===== config.mk =====
export PLATFORM = sky130hd
export DESIGN_NAME = dmem_arbiter
export DESIGN_NICKNAME = d
export VERILOG_FILES = /design/src/rtl/dmem_arbiter_pkg.sv /design/src/rtl/dmem_arbiter_rr_pick2.sv /design/src/rtl/dmem_arbiter.sv
export SDC_FILE = /design/constraint.sdc
export NUM_CORES = 1
export LEC_CHECK = 0
export CAP_MARGIN = 20
export CORE_AREA = 2 2 120 122
export DETAILED_ROUTE_END_ITERATION = 10
export DIE_AREA = 0 0 122 124
export SLEW_MARGIN = 20
export SYNTH_ARGS = -nofsm -noshare
export SYNTH_HDL_FRONTEND = slang
export SYNTH_SLANG_ARGS = --single-unit

===== constraint.sdc =====
create_clock -name clk -period 2.75 [get_ports clk]
set_input_delay 0.55 -clock clk [delete_from_list [all_inputs] [get_ports clk]]
set_output_delay 0.55 -clock clk [all_outputs]
set_load 0.01 [all_outputs]

===== src/rtl/dmem_arbiter_pkg.sv =====
// Shared types and defaults for the data-memory arbiter.
package dmem_arbiter_pkg;

    localparam int unsigned MAX_BURST_DEFAULT = 4;
    localparam int unsigned DW                = 32;
    localparam int unsigned WEW               = 4;

    typedef enum logic [1:0] {
        ST_IDLE = 2'd0,
        ST_OWN0 = 2'd1,
        ST_OWN1 = 2'd2
    } arb_state_e;

endpackage


===== src/rtl/dmem_arbiter_rr_pick2.sv =====
// Two-way round-robin pick: on a tie the master not granted last wins.
module dmem_arbiter_rr_pick2 (
    input  logic req0_i,
    input  logic req1_i,
    input  logic last_gnt_i,
    output logic pick0_o,
    output logic pick1_o
);

    // last_gnt_i = 1 means master 1 was granted most recently
    assign pick0_o = req0_i & (~req1_i | last_gnt_i);
    assign pick1_o = req1_i & (~req0_i | ~last_gnt_i);

endmodule


===== src/rtl/dmem_arbiter.sv =====
// Two-master data-memory arbiter with lockable ownership and burst limiting.
module dmem_arbiter
    import dmem_arbiter_pkg::*;
#(
    parameter int unsigned MAX_BURST = MAX_BURST_DEFAULT,
    parameter int unsigned AW        = 32
) (
    input  logic           clk,
    input  logic           reset,
    input  logic           m0_req,
    input  logic [AW-1:0]  m0_addr,
    input  logic [DW-1:0]  m0_wdata,
    input  logic [WEW-1:0] m0_we,
    input  logic           m0_lock,
    output logic           m0_gnt,
    output logic           m0_rvalid,
    output logic [DW-1:0]  m0_rdata,
    input  logic           m1_req,
    input  logic [AW-1:0]  m1_addr,
    input  logic [DW-1:0]  m1_wdata,
    input  logic [WEW-1:0] m1_we,
    input  logic           m1_lock,
    output logic           m1_gnt,
    output logic           m1_rvalid,
    output logic [DW-1:0]  m1_rdata,
    output logic [AW-1:0]  mem_addr,
    output logic [DW-1:0]  mem_wdata,
    output logic [WEW-1:0] mem_we,
    input  logic [DW-1:0]  mem_rdata
);

    localparam int unsigned CW = $clog2(MAX_BURST) + 1;

    arb_state_e    state_q, state_d;
    logic          last_gnt_q, last_gnt_d;
    logic [CW-1:0] burst_cnt_q, burst_cnt_d;
    logic          rvalid0_q, rvalid0_d;
    logic          rvalid1_q, rvalid1_d;

    logic          pick0, pick1;
    logic          gnt0_raw, gnt1_raw;
    logic          burst_full;
    logic [CW-1:0] burst_inc;

    dmem_arbiter_rr_pick2 u_pick (
        .req0_i     (m0_req),
        .req1_i     (m1_req),
        .last_gnt_i (last_gnt_q),
        .pick0_o    (pick0),
        .pick1_o    (pick1)
    );

    assign burst_full = (burst_cnt_q >= CW'(MAX_BURST));
    assign burst_inc  = burst_full ? burst_cnt_q : burst_cnt_q + CW'(1);

    // Grant selection: owner keeps the port until it drops req or its burst expires
    always_comb begin
        gnt0_raw = 1'b0;
        gnt1_raw = 1'b0;
        unique case (state_q)
            ST_OWN0: begin
                if (m0_req) begin
                    if (burst_full && m1_req) gnt1_raw = 1'b1;
                    else                      gnt0_raw = 1'b1;
                end else begin
                    gnt0_raw = pick0;
                    gnt1_raw = pick1;
                end
            end
            ST_OWN1: begin
                if (m1_req) begin
                    if (burst_full && m0_req) gnt0_raw = 1'b1;
                    else                      gnt1_raw = 1'b1;
                end else begin
                    gnt0_raw = pick0;
                    gnt1_raw = pick1;
                end
            end
            default: begin
                gnt0_raw = pick0;
                gnt1_raw = pick1;
            end
        endcase
    end

    // Next state: burst_cnt includes the grant that entered ownership
    always_comb begin
        state_d     = ST_IDLE;
        burst_cnt_d = '0;
        last_gnt_d  = last_gnt_q;
        rvalid0_d   = gnt0_raw && (m0_we == '0);
        rvalid1_d   = gnt1_raw && (m1_we == '0);
        if (gnt0_raw) begin
            last_gnt_d = 1'b0;
            if (m0_lock) begin
                state_d     = ST_OWN0;
                burst_cnt_d = (state_q == ST_OWN0) ? burst_inc : CW'(1);
            end
        end else if (gnt1_raw) begin
            last_gnt_d = 1'b1;
            if (m1_lock) begin
                state_d     = ST_OWN1;
                burst_cnt_d = (state_q == ST_OWN1) ? burst_inc : CW'(1);
            end
        end
    end

    always_ff @(posedge clk or negedge reset) begin
        if (!reset) begin
            state_q     <= ST_IDLE;
            last_gnt_q  <= 1'b1;
            burst_cnt_q <= '0;
            rvalid0_q   <= 1'b0;
            rvalid1_q   <= 1'b0;
        end else begin
            state_q     <= state_d;
            last_gnt_q  <= last_gnt_d;
            burst_cnt_q <= burst_cnt_d;
            rvalid0_q   <= rvalid0_d;
            rvalid1_q   <= rvalid1_d;
        end
    end

    // Grants are forced off while reset is held, even mid-burst
    assign m0_gnt    = gnt0_raw & reset;
    assign m1_gnt    = gnt1_raw & reset;

    assign mem_addr  = m0_gnt ? m0_addr  : (m1_gnt ? m1_addr  : '0);
    assign mem_wdata = m0_gnt ? m0_wdata : (m1_gnt ? m1_wdata : '0);
    assign mem_we    = m0_gnt ? m0_we    : (m1_gnt ? m1_we    : '0);

    assign m0_rvalid = rvalid0_q;
    assign m1_rvalid = rvalid1_q;
    assign m0_rdata  = rvalid0_q ? mem_rdata : '0;
    assign m1_rdata  = rvalid1_q ? mem_rdata : '0;

endmodule


==> Flow_metrics.wiki <==
{| class="wikitable"
! Metric !! Value
|-
| Sequential cell area fraction in the yosys report || 12.1%
|-
| DRT antenna net count || 0
|-
| WS Path Type || reg -> out
|-
| Relative slew slack || 80.8%
|-
| Number of buffers inserted by hold repair at cts || 0
|-
| Setup repair after global routing missed its margin || yes
|-
| Worst-path fanout max || 9
|-
| Post-Synthesis Cells || 202
|-
| Routed length per placed instance || 20.2 um
|-
| Final WL || 14.2 mm
|-
| Reg2Reg Setup Slack || 0.66 ns
|-
| Placeable Area || 0.0137 mm2
|-
| DRC marker count from the first detailed-route iteration || 76
|-
| Total Die Area || 0.0151 mm2
|-
| Max-cap violation count || 0
|-
| Count of antenna diodes in the layout || 0
|-
| Global-route wire length before repair || 18.9 mm
|-
| Summed area of non-filler cells in the final layout || 0.00527 mm2
|-
| Max VDD drop || 0.187 mV
|-
| H-tree levels || 1
|-
| Vias in the first global route || 3,094
|-
| Pin count of the biggest net entering global routing || 36
|-
| Placed wire-length estimate after detailed placement || 10.9 mm
|-
| Net count after synthesis || 380
|-
| Setup violation total in the final timing report || 68
|-
| Min cycle time layout || 3.03 ns
|-
| Static leakage power || 2.22 nW
|-
| CP Data Arrival Time || 2.48 ns
|-
| Total I/O pin count || 310
|-
| Final GP Congestion || 0.789
|-
| Final Hold Violating Endpoints || 0
|-
| Required time at the worst-slack endpoint || 2.20 ns
|-
| Die width || 122 um
|-
| Initial core utilization || 12.1%
|-
| Initial antenna violation count || 0
|-
| Final-stage net count || 702
|-
| Violations in the final reports || negative setup slack
|-
| Die height || 124 um
|-
| Period utilization || 110%
|-
| Maximum root-to-sink buffer count || 2
|-
| Result of the run || finished, violations left
|-
| Layout overhead on the synthesized area || 217%
|-
| Number of core rows || 43
|-
| Post-layout utilization of the core || 38.4%
|-
| Measured slew at the worst slew-check pin || 0.281 ns
|-
| Area of placed instances || 0.00495 mm2
|-
| Clock Root Buffer || clkbuf_16
|-
| Final global-route overflow total || 0
|-
| Via density per instance || 4.26
|-
| Vias || 2,998
|-
| Port Buffer Count || 309
|-
| Residual DRC count || 0
|-
| Number of clock sinks || 8
|-
| Reg clk slew, reported paths || 0.04 ns
|-
| Gr usage total || 16.9%
|-
| Proportion of layout cells with a drive suffix above 1 || 23.3%
|-
| Number of buffers created by CTS || 3
|-
| Setup Skew || 0.00122 ns
|-
| Final setup slack of the worst path || -0.275 ns
|-
| Power density over the cells || 382 mW/mm2
|-
| Kind of start point of the critical path || register
|-
| Endpoint class of the critical path || output pin
|-
| TritonCTS clock tree || built
|-
| Final Slew Violations || 0
|-
| Count of warnings emitted by yosys || 0
|-
| Yosys cell types || 30
|-
| Highest Clock Rate || 331 MHz
|-
| Drt first pass iters || 4
|-
| Post-synthesis register bit count || 8
|-
| Clock network latency to the later pin of the worst-skew pair || 0.24 ns
|-
| Post-synth design cell area || 0.00166 mm2
|-
| Worst hold path type || reg -> reg
|-
| Avg Inst Size Synth || 8.23 um2
|}
## per-layer routing
layer / share of wire, % / global-route usage (%) / wire [um] / vias to the layer above
met5: 0 / 0 / 0 / -
met4: 1.8 / 4.09 / 255 / 0
met1: 36 / 18.0 / 5110 / 1376
met2: 53 / 32.8 / 7470 / 210
li1: - / - / - / 1396
met3: 9.6 / 4.40 / 1360 / 16
## per-stage QoR
step	hold WS, ns	power [mW]	TNS [ns]	worst slack [ns]	std cells
final	0.594	2.01	-12.26	-0.275	703
after detailed placement	0.591	1.52	-41.92	-0.695	683
after global routing	0.646	2.11	-17.56	-0.351	703
after global placement	0.577	1.51	-40.77	-0.671	683
after CTS	0.599	1.96	-9.67	-0.257	701
after floorplan	0.254	0.713	0	0.183	202
## cell families after synthesis
family	after synthesis	synth area share [%]
flip-flops	8	12.1
multiplexers	3	1.88
AO/OA/AOI/OAI	75	39.4
buffers and inverters	26	10.5
adder cells (fa/ha/maj)	4	3.01
AND/OR/NAND/NOR	85	32.7
XOR/XNOR	1	0.527
## flip-flops by register name, summed over array words and instances, names as in the netlist
signal       flops
last_gnt_q       1
m0_rvalid        1
m1_rvalid        1
state_q          2
burst_cnt_q      3
## power breakdown
group / switching [mW] / internal, mW / total [mW]
Sequential: 0.0165 / 0.143 / 0.159
Clock: 0.0646 / 0.194 / 0.258
Combinational: 0.684 / 0.912 / 1.60
Total: 0.765 / 1.25 / 2.01
## final cells by class
class,count,area [um2]
timing repair buffer,339,3340
inverter,4,15.0
fill,1385,8450
sequential,8,201
multi-input combinational,168,1400
tap,180,225
clock buffer,4,78.8
## final timing paths
check	startpoint	end	cells after the start
worst max register to register	state_q[0]$_DFF_PN0_	burst_cnt_q[2]$_DFF_PN0_	8
max in group asynchronous	reset	state_q[1]$_DFF_PN0_	2
worst min register to register	burst_cnt_q[1]$_DFF_PN0_	burst_cnt_q[1]$_DFF_PN0_	2
min in group asynchronous	reset	last_gnt_q$_DFFE_PN1P_	1
worst min-delay path	burst_cnt_q[1]$_DFF_PN0_	burst_cnt_q[1]$_DFF_PN0_	2
worst max-delay path	state_q[0]$_DFF_PN0_	mem_wdata[19]	10
## critical path, cell delays in order, from the launching register on
cell and delay (ns):
dfrtp_1 0.41, inv_2 0.07, ha_4 0.32, and3b_2 0.22, a211oi_4 0.05, buf_4 0.15, nor4b_4 0.27, buf_12 0.19
buf_12 0.14, a22o_1 0.17, clkdlybuf4s15_2 0.23
## cell usage in the layout (no fill, tap or decap), types with 4 or more instances in the layout
cell type / n
buf_6: 25
buf_4: 15
buf_16: 7
a22o_1: 65
buf_12: 5
and2_1: 68
dfrtp_1: 7
clkdlybuf4s50_1: 237
buf_2: 46
clkbuf_16: 4
## synth_stat cells
master    number  area, um2
nor4_1         1       6.26
clkbuf_1      10       37.5
and3b_1        1       8.76
inv_1          4       15.0
nand2_1        3       11.3
nor2_1         2       7.51
o31ai_1        1       7.51
buf_12         1       20.0
a211oi_2       1       12.5
o21ba_2        1       10.0
buf_6          3       33.8
a32o_1         1       10.0
or4_1          2       15.0
a21oi_1        2       10.0
nor3_1         2       10.0
buf_4          7       52.6
and2_1        69        432
o311ai_1       1       8.76
dfrtp_1        7        175
nor3b_2        1       12.5
a22o_1        68        596
mux2i_1        2       20.0
mux2_2         1       11.3
ha_1           4       50.1
nand3_1        2       10.0
nor2b_1        1       6.26
buf_8          1       15.0
nor4b_4        1       23.8
xor2_1         1       8.76
dfstp_2        1       26.3
## timing repair
item / 4_1_cts / 5_1_grt
setup endpoints to repair: 70 / 70
pin swaps: 11 / 9
gates cloned: 7 / 1
gates resized for setup: 327 / 11
setup buffers: 7 / 2
No activity file was read; power rests on OpenSTA's default activity.
==> variant 1: new RTL, same flow settings <==
Make the reset (`reset`) synchronous in one clocked block.
--- a/src/rtl/dmem_arbiter.sv
+++ b/src/rtl/dmem_arbiter.sv
@@ -105,7 +105,7 @@
         end
     end
 
-    always_ff @(posedge clk or negedge reset) begin
+    always_ff @(posedge clk) begin
         if (!reset) begin
             state_q     <= ST_IDLE;
             last_gnt_q  <= 1'b1;
Behaviour: differs if reset is asserted again (counterexample within 4 cycles, from zero or initial values and one cycle with reset low); with reset held inactive, the same outputs for 10 cycles.
==> variant 1 against the unedited design <==
Routed wire length decreased by 5.0%. Cell count stayed put. Hold slack got worse by 0.044 ns. Sequential cell count is the same. Fmax is 8.4% higher. The run still ends with setup timing left. Worst setup slack better by 0.24 ns. Cell area shrank 3.8%. Area after synthesis rose by 0.38%. Via count fell by 0.93%.
Power is not compared: it rests on default switching activity, and its combinational part moved more than twofold at a synthesized area within 25%.
==> variant 1: results (changes against the unedited design) <==
[outcome]
status=complete, but fails checks
violations=setup timing

[critical_path]
slowest_delay_ns=0.36  ; -0.05 ns
crit_end=mem_wdata[5]
critical-path-top-delay-family=simple AND/OR/NAND/NOR gates
regToRegEndpoint=burst_cnt_q[1]
cpMaxStageDelayCell=or3b_1
critPathArrivalTime_ns=2.24  ; -0.24 ns
reg2reg_from=state_q[1]

[detailed_routing]
vias=2970  ; -0.93%
first_pass_iters=5  ; +1
drt-total-wl_um=13500  ; -5.0%
drt_iter0_markers=68  ; -11%

[yosys]
yosysSeqAreaShare_pct=9.60  ; -2.5 points
synth_common_cells=68 x a22o_1, 66 x and2_1, 8 x dfxtp_1
synth_ff_type=dfxtp_1
synth_area_leaders=a22o_1 36%, and2_1 25%, dfxtp_1 9.6%, buf_8 6.3%, ha_1 3.0%
synthDistinctLibCells=31  ; +3.3%
synth_fp_nets=386  ; +1.6%
synth-async-reset-ratio_pct=0  ; -100 points

[global_route]
met1_usage_pct=20.7  ; +2.7 points
gr-usage-met2_pct=27.9  ; -4.8 points
grt_use_total_pct=16.3  ; -0.57 points
grt_pass1_wl_um=18400  ; -2.2%
grt_max_degree=34  ; -5.6%

[sta]
finalWorstSetupSlack_ns=-0.0400  ; +0.235 ns
setup_viol=13  ; -81%

[placed_design]
dp_hpwl_um=10800  ; -0.69%
place_area_um2=4950  ; about the same
gp_congestion=0.957  ; +21%

[finish]
fillers=1437  ; +3.8%
nNetsFinal=703  ; +0.14%
seq_area_um2=163  ; -19%

==> variant 1: through the flow <==
stage	setup TNS (ns)	instances	setup WS [ns]
2_1_floorplan	0	208	0.338
3_3_place_gp	-43.28	689	-0.762
3_5_place_dp	-44.96	689	-0.786
4_1_cts	-2.02	707	-0.106
5_1_grt	-2.79	703	-0.111
6_report	-0.390	703	-0.0400
==> variant 1: power by group through the flow <==
stage | sequential, mW | combinational [mW] | clock (mW)
after floorplan | 0.126 | 0.232 | 0
after global placement | 0.127 | 0.709 | 0
after detailed placement | 0.127 | 0.712 | 0
after CTS | 0.126 | 0.747 | 0.248
after global routing | 0.127 | 0.775 | 0.254
final | 0.127 | 0.728 | 0.241
==> variant 1: kinds of logic (layout without fill, tap and decap cells) <==
logic type | Yosys count | after routing | share of synthesized area, %
compound gates | 76 | 76 | 39.7
fa+ha+maj | 4 | 4 | 3.00
xor+xnor | 1 | 1 | 0.525
buf+inv | 29 | 344 | 13.6
flops | 8 | 8 | 9.59
mux | 2 | 2 | 1.27
simple gates | 88 | 88 | 32.4
==> variant 1: routing by layer <==
metal / wire [um] / part of all wire [%]
met3: 1190 / 8.8
met4: 255 / 1.9
met5: 0 / 0
met1: 5590 / 41
met2: 6460 / 48
==> variant 1: how the worst min path moves through the flow <==
stage	startpoint	endpoint	slack, ns	cells past startpoint
after floorplan	last_gnt_q	last_gnt_q	0.47	2
after global placement	last_gnt_q	last_gnt_q	0.49	2
after detailed placement	last_gnt_q	last_gnt_q	0.49	2
after CTS	last_gnt_q	last_gnt_q	0.52	2
after global routing	burst_cnt_q[1]	burst_cnt_q[1]	0.59	2
final	burst_cnt_q[1]	burst_cnt_q[1]	0.55	2
==> variant 1: final cells by class <==
| cell class | instances | share of cell area, % |
|---|---|---|
| Multi-Input combinational cell | 171 | 28.3 |
| Timing Repair Buffer | 335 | 62.1 |
| Clock buffer | 3 | 1.48 |
| Tap cell | 180 | 4.44 |
| Sequential cell | 8 | 3.21 |
| Inverter | 6 | 0.444 |
==> variant 1: what timing repair did <==
action,in CTS,in global routing
setup buffers,12,2
setup endpoints to repair,70,67
cloned,4,0
pin swaps,28,21
gates resized for setup,307,15
==> variant 1: worst min-delay path: stages (launching register included) <==
cell	delay [ns]
dfxtp_1	0.31
mux2i_1	0.13
nor3b_1	0.06
==> variant 2: new RTL, same settings <==
Made on the original files. The package constant `WEW` goes from 4 to 5.
--- a/src/rtl/dmem_arbiter_pkg.sv
+++ b/src/rtl/dmem_arbiter_pkg.sv
@@ -3,7 +3,7 @@
 
     localparam int unsigned MAX_BURST_DEFAULT = 4;
     localparam int unsigned DW                = 32;
-    localparam int unsigned WEW               = 4;
+    localparam int unsigned WEW               = 5;
 
     typedef enum logic [1:0] {
         ST_IDLE = 2'd0,
Interface: changed (resized m0_we, m1_we and mem_we); port bits go from 310 to 313. The function was not compared with the original's and may differ.
==> variant 2 against the unedited design <==
The flow still finishes with violations (setup timing). Sequential share of layout area is 0.094 points lower. Largest power group unchanged. Highest routed layer is now met5. Cell count rose by 3.7%. Routed wire length is 1.9% lower. Non-clock buffer count is 24 higher. Worst setup slack lost 0.0013 ns. Die area stayed put. Synthesized cell count increased by 0.99%. Area after synthesis fell by 0.75%. Cell area grew 2.5%. Sequential cell count unchanged. Total power up 0.95%.
==> variant 2: results (changes against the unedited design) <==
[yosys]
yosysSeqAreaShare_pct=12.2  ; +0.092 points
synth_area_leaders=a22o_1 37%, and2_1 26%, dfrtp_1 11%, buf_4 3.6%, ha_1 3.0%
synthAdderAreaFrac_pct=3.03  ; +0.023 points
synth_fp_nets=384  ; +1.1%
synth_common_cells=69 x a22o_1, 68 x and2_1, 8 x buf_4

[global_route]
met1_usage_pct=18.2  ; +0.17 points
grt_antenna_before_repair=1  ; +1
grt_pass1_wl_um=18400  ; -2.2%
grt_pass1_vias=3058  ; -1.2%
grt_use_total_pct=16.4  ; -0.45 points
gr-usage-met2_pct=29.4  ; -3.4 points
grt_max_degree=34  ; -5.6%

[placed_design]
io_buffers=312  ; +0.97%
gp_congestion=0.805  ; +2.1%
dp_hpwl_um=11700  ; +7.9%

[sta]
setup_viol=69  ; +1.5%
finalWorstSetupSlack_ns=-0.277  ; -0.00133 ns
finClkSkew_ns=0.00301  ; +0.00179 ns
relSlewSlack_pct=77.8  ; -3.0 points
tns_ns=-14.28  ; -2.02 ns

[finish]
nNetsFinal=730  ; +4.0%
drive_above_1_share_pct=25.7  ; +2.4 points

[power_and_ir_drop]
leakage_nw=2.33  ; +4.8%

[critical_path]
reg2reg_slack_ns=0.51  ; -0.15 ns
worstPathMaxFanout=6  ; -3

[detailed_routing]
wl_per_cell_um=19.1  ; -5.4%
via_per_inst=4.21  ; -1.3%

[outcome]
violations=setup timing
status=complete, but fails checks

## variant 2: changes by cell type in the layout (fill, tap and decap cells not counted), moves of 2 or more
cell	change
a22o_1	+4
a22o_4	-3
buf_12	-2
buf_16	-2
buf_2	+3
buf_4	+16
buf_6	+6
buf_8	+2
clkdlybuf4s50_1	+2
## variant 2: repair_timing
item	in CTS	in global routing
setup buffers	14	2
resized for setup	324	28
gates cloned	4	1
pin swaps	15	17
endpoints found under the setup margin	71	71
## variant 2: report_power, final
group	internal (mW)	total [mW]	switching, mW
Clock	0.194	0.255	0.0614
Combinational	0.951	1.62	0.667
Sequential	0.142	0.160	0.0177
## variant 2: final cells by class
cell class / instances / area [um2]
Sequential cell: 8 / 201
Inverter: 4 / 15.0
Timing Repair Buffer: 363 / 3490
Fill cell: 1409 / 8320
Multi-Input combinational cell: 170 / 1390
Tap cell: 180 / 225
Clock buffer: 4 / 78.8
## variant 2: metal layers
layer / vias to the layer above / routed length (um)
li1: 1453 / -
met1: 1391 / 4970
met2: 210 / 6900
met3: 12 / 1870
met4: 2 / 166
met5: - / 17
## variant 2: path summary, 6_finish.rpt
| path | from | end | depth (start not counted) |
|---|---|---|---|
| max in group asynchronous | reset | last_gnt_q | 2 |
| min in group asynchronous | reset | burst_cnt_q[1] | 2 |
| max | state_q[0] | mem_wdata[3] | 11 |
| min reg2reg | burst_cnt_q[1] | burst_cnt_q[1] | 2 |
| min | burst_cnt_q[1] | burst_cnt_q[1] | 2 |
| max reg2reg | state_q[0] | burst_cnt_q[2] | 9 |
## variant 2: cells by family (layout without fill, tap and decap cells)
group / count (synthesis) / in the layout
AND/OR/NAND/NOR: 86 / 86
adder cells (fa/ha/maj): 4 / 4
buffers and inverters: 26 / 371
flip-flops: 8 / 8
multiplexers: 3 / 3
XOR/XNOR: 1 / 1
AO/OA/AOI/OAI: 76 / 76
## variant 2: worst max-delay path, stage by stage, from the launching register on
cell and delay (ns):
dfrtp_1 0.40, inv_2 0.06, ha_4 0.27, o31ai_4 0.27, a211oi_4 0.06, buf_6 0.13, nor4b_4 0.35, buf_12 0.19
buf_8 0.11, buf_6 0.10, a22o_1 0.14, buf_2 0.14
## variant 2: through the flow
step	instances	hold WS (ns)	area, um2
finish	729	0.609	5400
global route	729	0.645	5400
CTS	727	0.611	5360
detailed placement	706	0.600	5150
global placement	706	0.568	5150
floorplan	204	0.254	1650
